[src/rtl/decode_pkg.sv]
// Shared decode definitions: class encodings, opcode constants and the
// decoded-entry layout at the default widths.
package decode_pkg;

  typedef enum logic [2:0] {
    CLS_LDI     = 3'd0,
    CLS_MOV     = 3'd1,
    CLS_LDM     = 3'd2,
    CLS_STM     = 3'd3,
    CLS_ALU     = 3'd4,
    CLS_ILLEGAL = 3'd7
  } cls_e;

  localparam int unsigned OP_LDI       = 0;
  localparam int unsigned OP_MOV       = 1;
  localparam int unsigned OP_LDM       = 2;
  localparam int unsigned OP_STM       = 3;
  localparam int unsigned OP_ALU_FIRST = 4;

  localparam int unsigned DEF_OPC_W  = 6;
  localparam int unsigned DEF_REG_W  = 5;
  localparam int unsigned DEF_ADDR_W = 8;
  localparam int unsigned DEF_IMM_W  = 16;

  typedef struct packed {
    logic [DEF_OPC_W-1:0]  op;
    logic [2:0]            cls;
    logic [DEF_REG_W-1:0]  rdst2;
    logic [DEF_REG_W-1:0]  rdst1;
    logic [DEF_REG_W-1:0]  rsrc2;
    logic [DEF_REG_W-1:0]  rsrc1;
    logic [DEF_ADDR_W-1:0] rdst_add;
    logic [DEF_ADDR_W-1:0] rsrc_add;
    logic [DEF_IMM_W-1:0]  imm;
    logic                  illegal;
  } decode_entry_t;

endpackage

[src/rtl/decode_fields.sv]
// Combinational instruction splitter: word -> opcode, class and fields.
// Fields not used by the decoded class are forced to zero.
module decode_fields
  import decode_pkg::*;
#(
  parameter int unsigned INSTR_W  = 32,
  parameter int unsigned OPC_W    = 6,
  parameter int unsigned REG_W    = 5,
  parameter int unsigned ADDR_W   = 8,
  parameter int unsigned IMM_W    = 16,
  parameter int unsigned ALU_LAST = 16
) (
  input  logic [INSTR_W-1:0] code,
  output logic [OPC_W-1:0]   op,
  output logic [2:0]         cls,
  output logic [REG_W-1:0]   rdst2,
  output logic [REG_W-1:0]   rdst1,
  output logic [REG_W-1:0]   rsrc2,
  output logic [REG_W-1:0]   rsrc1,
  output logic [ADDR_W-1:0]  rdst_add,
  output logic [ADDR_W-1:0]  rsrc_add,
  output logic [IMM_W-1:0]   imm,
  output logic               illegal
);

  localparam int unsigned T = INSTR_W - OPC_W - 1;

  int unsigned opn;

  always_comb begin
    op       = code[INSTR_W-1 -: OPC_W];
    opn      = 32'(op);
    cls      = CLS_ILLEGAL;
    illegal  = 1'b0;
    rdst2    = '0;
    rdst1    = '0;
    rsrc2    = '0;
    rsrc1    = '0;
    rdst_add = '0;
    rsrc_add = '0;
    imm      = '0;
    if (opn == OP_LDI) begin
      cls   = CLS_LDI;
      rdst2 = code[T -: REG_W];
      imm   = code[IMM_W-1:0];
    end else if (opn == OP_MOV) begin
      cls   = CLS_MOV;
      rdst2 = code[T -: REG_W];
      rsrc2 = code[REG_W-1:0];
    end else if (opn == OP_LDM) begin
      cls      = CLS_LDM;
      rdst2    = code[T -: REG_W];
      rsrc_add = code[ADDR_W-1:0];
    end else if (opn == OP_STM) begin
      cls      = CLS_STM;
      rdst_add = code[T -: ADDR_W];
      rsrc2    = code[REG_W-1:0];
    end else if (opn >= OP_ALU_FIRST && opn <= ALU_LAST) begin
      cls   = CLS_ALU;
      rdst2 = code[T -: REG_W];
      rdst1 = code[T-REG_W -: REG_W];
      rsrc2 = code[2*REG_W-1:REG_W];
      rsrc1 = code[REG_W-1:0];
    end else begin
      illegal = 1'b1;
    end
  end

endmodule

[src/rtl/decode_stage.sv]
// Registered decode stage with valid/ready handshake, 2-entry skid buffer and flush.
// Optional delivery statistics are enabled by defining DECODE_STATS_EN.
module decode_stage
  import decode_pkg::*;
#(
  parameter int unsigned INSTR_W  = 32,
  parameter int unsigned OPC_W    = 6,
  parameter int unsigned REG_W    = 5,
  parameter int unsigned ADDR_W   = 8,
  parameter int unsigned IMM_W    = 16,
  parameter int unsigned ALU_LAST = 16
) (
  input  logic               clk,
  input  logic               reset_n,
  input  logic               flush,
  input  logic               in_valid,
  output logic               in_ready,
  input  logic [INSTR_W-1:0] code,
  output logic               out_valid,
  input  logic               out_ready,
  output logic [OPC_W-1:0]   op,
  output logic [2:0]         cls,
  output logic [REG_W-1:0]   rdst2,
  output logic [REG_W-1:0]   rdst1,
  output logic [REG_W-1:0]   rsrc2,
  output logic [REG_W-1:0]   rsrc1,
  output logic [ADDR_W-1:0]  rsrc_add,
  output logic [ADDR_W-1:0]  rdst_add,
  output logic [IMM_W-1:0]   imm,
  output logic               illegal
`ifdef DECODE_STATS_EN
  ,
  output logic [31:0]        stat_insn,
  output logic [15:0]        stat_illegal
`endif
);

  typedef struct packed {
    logic [OPC_W-1:0]  op;
    logic [2:0]        cls;
    logic [REG_W-1:0]  rdst2;
    logic [REG_W-1:0]  rdst1;
    logic [REG_W-1:0]  rsrc2;
    logic [REG_W-1:0]  rsrc1;
    logic [ADDR_W-1:0] rdst_add;
    logic [ADDR_W-1:0] rsrc_add;
    logic [IMM_W-1:0]  imm;
    logic              illegal;
  } entry_t;

  typedef enum logic [1:0] {EMPTY, ONE, FULL} state_e;

  state_e state;
  entry_t dec, main_q, skid_q;
  logic   in_ready_q;
  logic   accept;

  decode_fields #(
    .INSTR_W (INSTR_W),
    .OPC_W   (OPC_W),
    .REG_W   (REG_W),
    .ADDR_W  (ADDR_W),
    .IMM_W   (IMM_W),
    .ALU_LAST(ALU_LAST)
  ) u_fields (
    .code    (code),
    .op      (dec.op),
    .cls     (dec.cls),
    .rdst2   (dec.rdst2),
    .rdst1   (dec.rdst1),
    .rsrc2   (dec.rsrc2),
    .rsrc1   (dec.rsrc1),
    .rdst_add(dec.rdst_add),
    .rsrc_add(dec.rsrc_add),
    .imm     (dec.imm),
    .illegal (dec.illegal)
  );

  assign accept = in_valid & in_ready_q;

  // Flush shares the reset path: both empty the stage and drop any word offered this cycle.
  always_ff @(posedge clk) begin
    if (!reset_n || flush) begin
      state      <= EMPTY;
      main_q     <= '0;
      skid_q     <= '0;
      in_ready_q <= 1'b1;
    end else begin
      case (state)
        EMPTY: if (accept) begin
          main_q <= dec;
          state  <= ONE;
        end
        ONE: begin
          if (accept && out_ready) begin
            main_q <= dec;
          end else if (accept) begin
            skid_q     <= dec;
            in_ready_q <= 1'b0;
            state      <= FULL;
          end else if (out_ready) begin
            main_q <= '0;
            state  <= EMPTY;
          end
        end
        FULL: if (out_ready) begin
          main_q     <= skid_q;
          skid_q     <= '0;
          in_ready_q <= 1'b1;
          state      <= ONE;
        end
        default: state <= EMPTY;
      endcase
    end
  end

  assign out_valid = (state != EMPTY);
  assign in_ready  = in_ready_q;
  assign op        = main_q.op;
  assign cls       = main_q.cls;
  assign rdst2     = main_q.rdst2;
  assign rdst1     = main_q.rdst1;
  assign rsrc2     = main_q.rsrc2;
  assign rsrc1     = main_q.rsrc1;
  assign rdst_add  = main_q.rdst_add;
  assign rsrc_add  = main_q.rsrc_add;
  assign imm       = main_q.imm;
  assign illegal   = main_q.illegal;

`ifdef DECODE_STATS_EN
  // A handshake coinciding with flush is not a delivery.
  logic delivered;
  assign delivered = out_valid & out_ready & ~flush;

  always_ff @(posedge clk) begin
    if (!reset_n) begin
      stat_insn    <= '0;
      stat_illegal <= '0;
    end else if (delivered) begin
      if (stat_insn != '1) stat_insn <= stat_insn + 32'd1;
      if (main_q.illegal && stat_illegal != '1) stat_illegal <= stat_illegal + 16'd1;
    end
  end
`endif

endmodule
[config.mk]
export PLATFORM = sky130hd
export DESIGN_NAME = decode_stage
export DESIGN_NICKNAME = d
export VERILOG_FILES = /design/src/rtl/decode_pkg.sv /design/src/rtl/decode_fields.sv /design/src/rtl/decode_stage.sv
export SDC_FILE = /design/constraint.sdc
export NUM_CORES = 1
export LEC_CHECK = 0
export ABC_AREA = 0
export BUFFER_PORTS_ARGS = -buffer_cell sky130_fd_sc_hd__buf_2
export CAP_MARGIN = 20
export CORE_MARGIN = 5
export CORE_UTILIZATION = 38
export DETAILED_ROUTE_END_ITERATION = 8
export PLACE_DENSITY = 0.64
export SLEW_MARGIN = 20
export SYNTH_ARGS = -nofsm -noshare
export SYNTH_HDL_FRONTEND = slang
export SYNTH_SLANG_ARGS = --single-unit
[constraint.sdc]
create_clock -name clk -period 2.5 [get_ports clk]
set_input_delay 0.375 -clock clk [delete_from_list [all_inputs] [get_ports clk]]
set_output_delay 0.375 -clock clk [all_outputs]
set_load 0.01 [all_outputs]
==> results of run 1 <==
[per-layer routing]
| layer | vias up | share of wire | global-route usage |
|---|---|---|---|
| li1 | 2317 | - | - |
| met1 | 2325 | 0.45 | 0.258 |
| met2 | 211 | 0.46 | 0.286 |
| met3 | 24 | 0.081 | 0.0552 |
| met4 | 0 | 0.017 | 0.0662 |
| met5 | - | 0 | 0 |
[cell type report]
class | count | share of cell area
Sequential cell | 127 | 0.389
Multi-Input combinational cell | 365 | 0.369
Timing Repair Buffer | 122 | 0.108
Clock buffer | 27 | 0.0786
Tap cell | 180 | 0.0345
Clock inverter | 5 | 0.0153
Inverter | 9 | 0.00517
[cell families after synthesis]
group | Yosys count | share of synthesized area
buffers and inverters | 67 | 0.0586
flip-flops | 127 | 0.484
adder cells (fa/ha/maj) | 5 | 0.0119
AO/OA/AOI/OAI | 249 | 0.333
AND/OR/NAND/NOR | 111 | 0.113
[metrics by stage]
| step | area [um^2] | power [mW] |
|---|---|---|
| 2_1_floorplan | 5250 | 2.44 |
| 3_3_place_gp | 5920 | 2.64 |
| 3_5_place_dp | 5920 | 2.65 |
| 4_1_cts | 6530 | 5.18 |
| 5_1_grt | 6530 | 5.35 |
| 6_report | 6530 | 5.14 |
[layout by cell type (no fill, tap or decap), drive strengths merged, types with 9 or more instances in the layout]
cell type and instances:
a32oi 35, a221oi 27, a21oi 51, nand2 12, a22o 32, a22oi 12, clkbuf 27, buf 122
dfxtp 127, nand4b 10, nor2 51, inv 9, o21ai 67
[power breakdown]
part	internal [mW]	leakage (nW)	switching, mW
Sequential	2.08	1.03	0.0289
Combinational	0.174	1.24	0.330
Clock	1.70	0.302	0.831
Total	3.95	2.57	1.19
[sequential cells by signal, indices dropped and copies added (netlist names)]
signal	count
rdst1	5
rsrc1	5
in_ready	1
skid_q	62
rdst_add	8
rsrc_add	8
rdst2	5
op	6
imm	16
state	2
rsrc2	5
cls	3
illegal	1
[worst min-delay path by stage]
stage                    start    endpoint  slack [ps]
global route          code[11]  skid_q[12]         180
finish                code[15]  skid_q[16]         210
floorplan           skid_q[39]  skid_q[39]         420
CTS                   code[15]  skid_q[16]         180
global placement    skid_q[52]  skid_q[52]         440
detailed placement  skid_q[48]  skid_q[48]         450
==> impl_metrics.py, run 1 <==
metrics = {
    "outcome": {
        "status": "finished, final reports clean",
    },
    "power": {
        "peakVddDrop_mv": 0.471,
        "powerDensity_nw_per_um2": 788,
        "leakage_nw": 2.57,
    },
    "layout": {
        "seq_area_um2": 2540,
        "final_core_util": 0.476,
        "final_nets": 684,
        "layout-drive-gt1-share": 0.247,
        "fillers": 1287,
        "instances_no_fill": 835,
        "multi_input_area_um2": 2410,
        "antennaDiodeCount": 0,
        "area_delta_synth_final_pct": 24.4,
    },
    "critical_path": {
        "cp-start-kind": "flip-flop",
        "path_buf_inv": 3,
        "crit_family": "simple AND/OR/NAND/NOR gates",
        "r2r_start": "state[0]",
        "cp_common_cell": "buf_4",
        "crit_path_top_delay_cell": "dfxtp_1",
        "arrival_ps": 2620,
        "cp_max_fo": 9,
        "critical_path.cell_chain": "inv_1 -> ha_1 -> buf_4 -> and4bb_1 -> and2_1 -> buf_4 -> and3_1 -> a22o_1",
        "r2r_setup_slack_ps": 240,
        "worst_r2r_endpoint": "skid_q[17]",
        "endpoint_kind": "flip-flop",
        "crit_path_end": "skid_q[17]",
        "critical_path_cell_count": 8,
        "crit_type": "flip-flop to flip-flop",
        "cp_slowest_stage_delay_ps": 410,
        "crit_start": "state[0]",
        "worstRegToRegCells": 8,
        "required_ps": 2850,
    },
    "synth": {
        "async_flop_share": 0,
        "yosys_warnings": 0,
        "synthesis.nets": 601,
        "synth_common_cells": "dfxtp_1 (127), o21ai_0 (67), a21oi_1 (51), nor2_1 (51), a32oi_1 (35)",
        "synth-main-ff-cell": "dfxtp_1",
        "netlist.area_leader.share": 0.484,
        "synth_cell_type_count": 45,
        "synth.cell_area_um2": 5250,
        "synth.area.top_cells": "dfxtp_1 (48%), o21ai_0 (6.4%), a32oi_1 (5.8%)",
        "yosysMostFrequentCell": "dfxtp_1",
        "synth_edf_count": 0,
        "synth_area_leader_cell": "dfxtp_1",
        "ys_seq_area_frac": 0.484,
        "synth_cells": 559,
        "synth_area_per_cell_um2": 9.39,
        "ys_seq_elements": 127,
    },
    "timing": {
        "fin_crit_sh": 0.905,
        "tns_ps": 0,
        "setup_viol": 0,
        "finClkSkew_ps": 11.0,
        "report.final.slew_viol_count": 0,
        "worstMarginPinSlew_ps": 560,
        "slew_headroom": 0.625,
        "max_freq_mhz": 442,
        "post-route-min-period_ps": 2260,
        "fin_ws_ps": 237,
        "grt_setup_unrepaired": "false",
        "hold_viol_final": 0,
        "holdWs_ps": 205,
    },
    "flow_run": {
        "cap_violations": 0,
    },
    "floorplan": {
        "rows": 43,
        "dieArea_um2": 16300,
        "core-area_um2": 13700,
        "io_pins": 101,
        "initial_core_util": 0.383,
        "die_height_um": 128,
        "die_w_um": 128,
    },
    "clock_tree": {
        "cts.clk_slew.worst_paths_ps": 50,
        "clk_latency_ps": 410,
        "root_buffer": "clkbuf_16",
        "tritoncts": "done",
        "cts_htree_levels": 4,
        "postCtsHoldBufs": 0,
        "clock_path_buffers": 2,
        "clock_sinks": 127,
        "cts_setup_buffers": 0,
        "cts_made_buffers": 17,
        "post_cts_resized": 0,
    },
    "min_path": {
        "min_path_type": "input pin to flip-flop",
        "holdPathStages": 2,
    },
    "route": {
        "drt_iter0_markers": 421,
        "ant_nets": 0,
        "vias": 4877,
        "routedWlPerCell_um": 18.4,
        "drc": 0,
        "wl_um": 15300,
        "detail_route.first_pass.iterations": 5,
        "viasPerCell": 5.84,
    },
    "global_route": {
        "grt_antenna_before_repair": 0,
        "grt_pass1_vias": 4576,
        "track_usage": 0.189,
        "grt_first_pass_wirelength_um": 24500,
        "grt.overflow.total": 0,
        "grt_max_degree": 84,
    },
    "place": {
        "dp_hpwl_um": 10200,
        "dp.cells": 803,
        "io_buffers": 100,
        "globalplace.congestion": 0.782,
        "preCtsSetupSlack_ps": 256,
    },
}
No activity file was read; power rests on OpenSTA's default activity.
==> run 2: changes to the inputs <==
==> constraint.sdc (replaced) <==
create_clock -name clk -period 2.5 [get_ports clk]
set_input_delay 0.125 -clock clk [delete_from_list [all_inputs] [get_ports clk]]
set_output_delay 0.125 -clock clk [all_outputs]
set_load 0.01 [all_outputs]
==> run 2 against run 1 <==
  * Utilization is 0.63 points higher
  * Die area stayed put
  * Count of clock-buffer cells in the layout decreased by 3
  * Routed wire length rose by 3.0%
  * Cell count is 1.7% higher
  * Critical path type unchanged
  * Via count is 1.9% higher
==> impl_metrics.py, run 2 (synthesis results as in run 1) <==
metrics = {
    "min_path": {
        "holdPathStages": 2,
        "whs_endpoint": "skid_q[7]",
        "min_from": "code[6]",
        "min_path_type": "input pin to flip-flop",
    },
    "timing": {
        "grt_setup_unrepaired": "false",
        "tns_ps": 0,
        "fin_crit_sh": 0.922,
        "setup_viol": 0,
        "slew_headroom": 0.605,
        "post-route-min-period_ps": 2300,
        "hold_viol_final": 0,
        "report.final.slew_viol_count": 0,
        "worstMarginPinSlew_ps": 591,
        "finClkSkew_ps": 3.89,
        "max_freq_mhz": 434,
    },
    "layout": {
        "layout_common_cells": "dfxtp_1 (127), buf_2 (100), o21ai_0 (67)",
        "layout-drive-gt1-share": 0.241,
        "largest_reg_flops": 62,
        "final_common_cell": "dfxtp_1",
        "regMostFlops": "skid_q",
        "antennaDiodeCount": 0,
        "final_nets": 700,
        "area_delta_synth_final_pct": 26.1,
        "instances_no_fill": 849,
    },
    "outcome": {
        "status": "finished, final reports clean",
    },
    "route": {
        "drc": 0,
        "ant_nets": 0,
        "vias": 4971,
        "routedWlPerCell_um": 18.6,
        "viasPerCell": 5.86,
        "drt_iter0_markers": 399,
        "detail_route.first_pass.iterations": 5,
        "wl_um": 15800,
    },
    "clock_tree": {
        "clock_path_buffers": 2,
        "clock_sinks": 127,
        "cts_htree_levels": 4,
        "tritoncts": "done",
        "cts_made_buffers": 17,
        "clk_latency_ps": 410,
        "cts.clk_slew.worst_paths_ps": 50,
        "root_buffer": "clkbuf_16",
    },
    "global_route": {
        "grt_pass1_vias": 4852,
        "grt_first_pass_wirelength_um": 24700,
        "grt_max_degree": 64,
        "grt.overflow.total": 0,
        "grt_antenna_before_repair": 0,
        "track_usage": 0.190,
    },
    "place": {
        "globalplace.congestion": 0.840,
        "dp.cells": 801,
        "io_buffers": 100,
        "dp_hpwl_um": 10200,
    },
    "floorplan": {
        "rows": 43,
        "core-area_um2": 13700,
        "initial_core_util": 0.383,
        "die_height_um": 128,
        "die_w_um": 128,
        "dieArea_um2": 16300,
        "io_pins": 101,
    },
    "power": {
        "powerDensity_nw_per_um2": 750,
        "peakVddDrop_mv": 0.471,
        "p_total_mw": 4.96,
        "leakage_nw": 2.60,
    },
    "critical_path": {
        "crit_type": "flip-flop to flip-flop",
        "endpoint_kind": "flip-flop",
        "r2r_start": "state[0]",
        "required_ps": 2850,
        "arrival_ps": 2660,
        "r2r_setup_slack_ps": 200,
        "worst_r2r_endpoint": "skid_q[31]",
        "worstRegToRegCells": 6,
        "cp-start-kind": "flip-flop",
        "cp_max_fo": 10,
    },
    "flow_run": {
        "cap_violations": 0,
    },
}
run 2: cell types whose count changed in the layout (fill, tap and decap cells not counted), sizes merged:
cell	previous run	this run
buf	122	120
bufinv	3	1
clkbuf	27	24
clkinv	2	4
clkinvlp	0	1
dlygate4sd3	0	18
run 2: metrics by stage:
stage / hold slack (ps) / utilization / instance area [um^2] / setup WS [ps]
finish: 38.6 / 0.482 / 6620 / 196
CTS: 8.53 / 0.482 / 6620 / 214
detailed placement: 362 / 0.428 / 5880 / 186
floorplan: 250 / - / 5250 / 476
global route: 25.3 / 0.482 / 6620 / 42.7
global placement: 354 / 0.428 / 5880 / 283
run 2: routing by layer:
layer | wire length, um | share of wire | GRT usage | vias to the layer above
met3 | 1250 | 0.079 | 0.0569 | 22
met2 | 7220 | 0.46 | 0.301 | 215
li1 | - | - | - | 2337
met5 | 0 | 0 | 0 | -
met4 | 231 | 0.015 | 0.0751 | 0
met1 | 7090 | 0.45 | 0.245 | 2397
run 2: critical path, cell delays in order, from the launching register on:
cell,delay [ps]
dfxtp_1,410
inv_1,90
ha_1,320
and4bb_1,390
nand3_1,310
nor3_2,530
a22o_1,210
run 2: how the worst max path moves through the flow:
| stage | end | cells after the start | slack [ps] | startpoint |
|---|---|---|---|---|
| 3_5_place_dp | skid_q[29] | 6 | 190 | state[0] |
| 2_1_floorplan | cls[2] | 9 | 480 | state[0] |
| 6_report | skid_q[31] | 6 | 200 | state[0] |
| 4_1_cts | skid_q[29] | 6 | 210 | state[0] |
| 5_1_grt | rdst_add[7] | 7 | 40 | state[0] |
| 3_3_place_gp | skid_q[29] | 6 | 280 | state[0] |
run 2: cell type report:
type	count	area, um^2
clock buffers	24	502
well taps	180	225
clock inverters	6	57.6
fillers	1285	7100
inverters	9	33.8
multi-input cells	365	2410
repair buffers	138	843
flip-flops and latches	127	2540
run 2: report_power, final:
group	internal [mW]	total (mW)	switching [mW]	leakage, nW
combinational	0.185	0.520	0.335	1.30
sequential	2.08	2.11	0.0295	1.03
clock	1.48	2.33	0.852	0.278
run 2: repair_timing:
item,4_1_cts,5_1_grt
hold endpoints to repair,23,0
hold buffers,18,0
setup buffers,0,0
resized for setup,0,0
